--- config.mk ---
export PLATFORM = sky130hd
export DESIGN_NAME = decoder_scan
export DESIGN_NICKNAME = d
export VERILOG_FILES = /design/src/rtl/decoder_scan.sv
export SDC_FILE = /design/constraint.sdc
export NUM_CORES = 1
export LEC_CHECK = 0
export CAP_MARGIN = 30
export CORE_MARGIN = 3
export CORE_UTILIZATION = 43
export DETAILED_ROUTE_END_ITERATION = 10
export PLACE_DENSITY = 0.76
export SYNTH_ARGS = -nofsm -noshare
export SYNTH_HDL_FRONTEND = slang
export SYNTH_SLANG_ARGS = --single-unit
--- constraint.sdc ---
create_clock -name clk -period 2.3 [get_ports clk]
set_input_delay 0.345 -clock clk [delete_from_list [all_inputs] [get_ports clk]]
set_output_delay 0.345 -clock clk [all_outputs]
set_load 0.02 [all_outputs]
--- src/rtl/decoder_scan.sv ---
// Registered N-to-2^N one-hot decoder with enable. It has two modes: direct
// decode of sel, or an auto-scan that walks the outputs with a fixed dwell time.
module decoder_scan #(
    parameter int N          = 3,
    parameter int DIV        = 4,
    parameter int ACTIVE_LOW = 0
) (
    input  logic              clk,
    input  logic              rst_n,
    input  logic              en,
    input  logic              mode,
    input  logic [N-1:0]      sel,
    input  logic              load,
    output logic [2**N-1:0]   out,
    output logic [N-1:0]      idx,
    output logic              wrap
);
    localparam int              OUTS  = 2**N;
    localparam int              DW    = (DIV > 1) ? $clog2(DIV) : 1;
    localparam logic [DW-1:0]   DMAX  = DW'(DIV - 1);
    localparam logic [OUTS-1:0] INACT = {OUTS{ACTIVE_LOW != 0}};

    logic [N-1:0]    r_idx;
    logic [DW-1:0]   r_dwell;
    logic            r_wrap;
    logic [OUTS-1:0] r_out;

    logic [N-1:0]    w_idx_n;
    logic [DW-1:0]   w_dwell_n;
    logic            w_wrap_n;
    logic [OUTS-1:0] w_dec;

    // A single next-index value drives both idx and out, so they can never disagree.
    always_comb begin
        w_idx_n   = r_idx;
        w_dwell_n = r_dwell;
        w_wrap_n  = 1'b0;
        if (!mode || load) begin
            w_idx_n   = sel;
            w_dwell_n = '0;
        end else if (r_dwell == DMAX) begin
            w_dwell_n = '0;
            w_idx_n   = r_idx + N'(1);
            w_wrap_n  = &r_idx;
        end else begin
            w_dwell_n = r_dwell + DW'(1);
        end
    end

    for (genvar g = 0; g < OUTS; g++) begin : g_dec
        assign w_dec[g] = (w_idx_n == N'(g)) ^ (ACTIVE_LOW != 0);
    end

    always_ff @(posedge clk) begin
        if (!rst_n) begin
            r_idx   <= '0;
            r_dwell <= '0;
            r_wrap  <= 1'b0;
            r_out   <= INACT;
        end else if (!en) begin
            r_out  <= INACT;
            r_wrap <= 1'b0;
        end else begin
            r_idx   <= w_idx_n;
            r_dwell <= w_dwell_n;
            r_wrap  <= w_wrap_n;
            r_out   <= w_dec;
        end
    end

    assign out  = r_out;
    assign idx  = r_idx;
    assign wrap = r_wrap;
endmodule

==> flow_summary.yaml <==
timing:
  worstMarginPinSlew_ns: 0.465
  finClkSkew_ns: 0.00465
  finalCriticalPeriod_ns: 1.72
  slew_headroom_pct: 69.0
  grt_setup_unrepaired: "false"
  fin_crit_sh_pct: 74.7
  max_freq_mhz: 582
  finalMaxSlewViolations: 0
  timing.setup.tns_ns: 0
  setup_viol: 0
  finalHoldViolations: 0
  hold-worst-slack_ns: 0.515
pwr:
  p_seq_share_pct: 50.4
  p_comb_share_pct: 14.7
  p_leak_nw: 0.357
  swShare_pct: 23.7
  power.internal_w: 0.000386
  p_clk_share_pct: 34.9
  ir_drop_mv: 0.276
  power_density_nw_per_um2: 597
  switchingPower_w: 0.000120
cells_and_area:
  area_delta_synth_final_pct: 38.7
  mostFrequentLayoutCell: "clkdlybuf4s50_1"
  drive_gt1_share_pct: 13.4
  nets: 95
  antenna_cells: 0
  layout_common_cells: "19 x clkdlybuf4s50_1, 14 x dfxtp_1, 10 x nor2_1, 5 x nand2_1"
synthesis:
  netlist_area_um2: 611
  ys_seq_area_share_pct: 45.9
  ys_types: 17
  ys_ff_latch: 14
  synth_area_per_cell_um2: 10.2
  syn_nets: 72
  syn_inst: 60
  ys_warn_count: 0
flow_run:
  maxCapViolCount: 0
die:
  dieArea_um2: 1910
  io-pin-count: 20
  initial_utilization_pct: 50.2
  dieHeight_um: 43.7
  core_area_um2: 1220
  num_rows: 12
  fp.dieW_um: 43.7
routing:
  drcViolationCount: 0
  wl_per_cell_um: 11.8
  viasPerCell: 4.91
  dr.pass1.iters: 4
  drt_iter0_drc: 8
  drt-total-wl_um: 1130
  ant_nets: 0
  vias: 471
global_routing:
  grt_pass1_vias: 472
  grt_first_pass_wirelength_um: 1970
  grt_use_total_pct: 13.7
  grt_max_degree: 10
  antenna_found_initial: 0
  grt_overflow: 0
clock_tree:
  clockBufferDepth: 2
  cts_tree: "built"
  clk_pin_slew_ns: 0.09
  cts_buffers: 3
  root_buffer: "clkbuf_4"
  cts.sinks: 14
  hold_buffers: 0
  post_cts.repair.setup_buffers: 0
  h-tree-depth: 1
  cts_resized: 0
  clock_latency_ns: 0.28
placement:
  place_congestion: 0.799
  port_buffers: 19
  hpwl_um: 904
setup_path:
  cp-start-kind: "register"
  critPathKind: "register to register"
  endpoint_kind: "register"
  crit_required_ns: 2.48
  arrival_ns: 1.90
  crit_fanout: 5
min_path:
  min_path_type: "register to register"
status:
  status: "complete, no violations"
worst paths after layout:
check	from	end	slack, ns	cells past startpoint
worst max-delay path	idx[0]	idx[2]	0.58	6
worst min-delay path	r_dwell[1]	r_dwell[1]	0.51	2
worst max register to register	idx[0]	idx[2]	0.58	6
worst min register to register	r_dwell[1]	r_dwell[1]	0.51	2
power by group through the flow:
stage | sequential, W | combinational [W] | clock [W]
3_3_place_gp | 0.000260 | 0.0000739 | 0
5_1_grt | 0.000256 | 0.0000812 | 0.000188
2_1_floorplan | 0.000268 | 0.0000358 | 0
4_1_cts | 0.000255 | 0.0000747 | 0.000178
3_5_place_dp | 0.000261 | 0.0000743 | 0
6_report | 0.000255 | 0.0000745 | 0.000176
final cells by class:
class / count / area, um^2
fill: 98 / 369
timing repair buffer: 20 / 198
tap: 14 / 17.5
sequential: 14 / 280
clock buffer: 4 / 36.3
multi-input combinational: 44 / 315
layer usage:
metal / track usage (%) / part of all wire [%] / up-vias
met3: 4.98 / 5.8 / 2
met4: 3.61 / 0.71 / 0
met5: 0 / 0 / -
met1: 19.0 / 50 / 208
met2: 19.8 / 44 / 16
li1: - / - / 245
through the flow:
| step | setup WS, ns | total power, W | util [%] | instances | area (um^2) |
|---|---|---|---|---|---|
| after floorplan | 0.565 | 0.000303 | - | 60 | 611 |
| after global placement | 0.331 | 0.000334 | 66.7 | 92 | 811 |
| after detailed placement | 0.328 | 0.000335 | 66.7 | 92 | 811 |
| after CTS | 0.580 | 0.000507 | 69.7 | 96 | 847 |
| after global routing | 0.467 | 0.000525 | 69.7 | 96 | 847 |
| final | 0.581 | 0.000506 | 69.7 | 96 | 847 |
cells in the mapped netlist (all sizes together):
cell type,number,area (um^2)
a21boi,2,15.0
buf,1,11.3
clkbuf,1,3.75
dfxtp,14,280
ha,4,50.1
mux2,5,63.8
mux2i,4,40.0
nand2,5,18.8
nand2b,2,12.5
nand3,4,20.0
nand3b,1,7.51
nor2,10,37.5
nor2b,3,18.8
o21ai,1,5.00
or2,1,8.76
xor2,2,17.5
registers in the layout, summed over array words and instances (netlist names):
register / count
wrap: 1
r_dwell: 2
idx: 3
out: 8
critical path: stages (launching register included):
cell and delay, ns:
dfxtp_1 0.37, ha_1 0.22, ha_1 0.26, mux2_2 0.27
mux2_2 0.30, mux2i_1 0.14, nor2b_1 0.06
cells by family (layout without fill, tap and decap cells):
logic type      Yosys count  after routing  synth area share, %
mux                       9              9                 17.0
compound gates            3              3                 3.28
fa+ha+maj                 4              4                 8.20
xor+xnor                  2              2                 2.87
simple gates             26             26                 20.3
flops                    14             14                 45.9
buf+inv                   2             24                 2.46
Note: power is estimated with default switching activity, not from simulation.
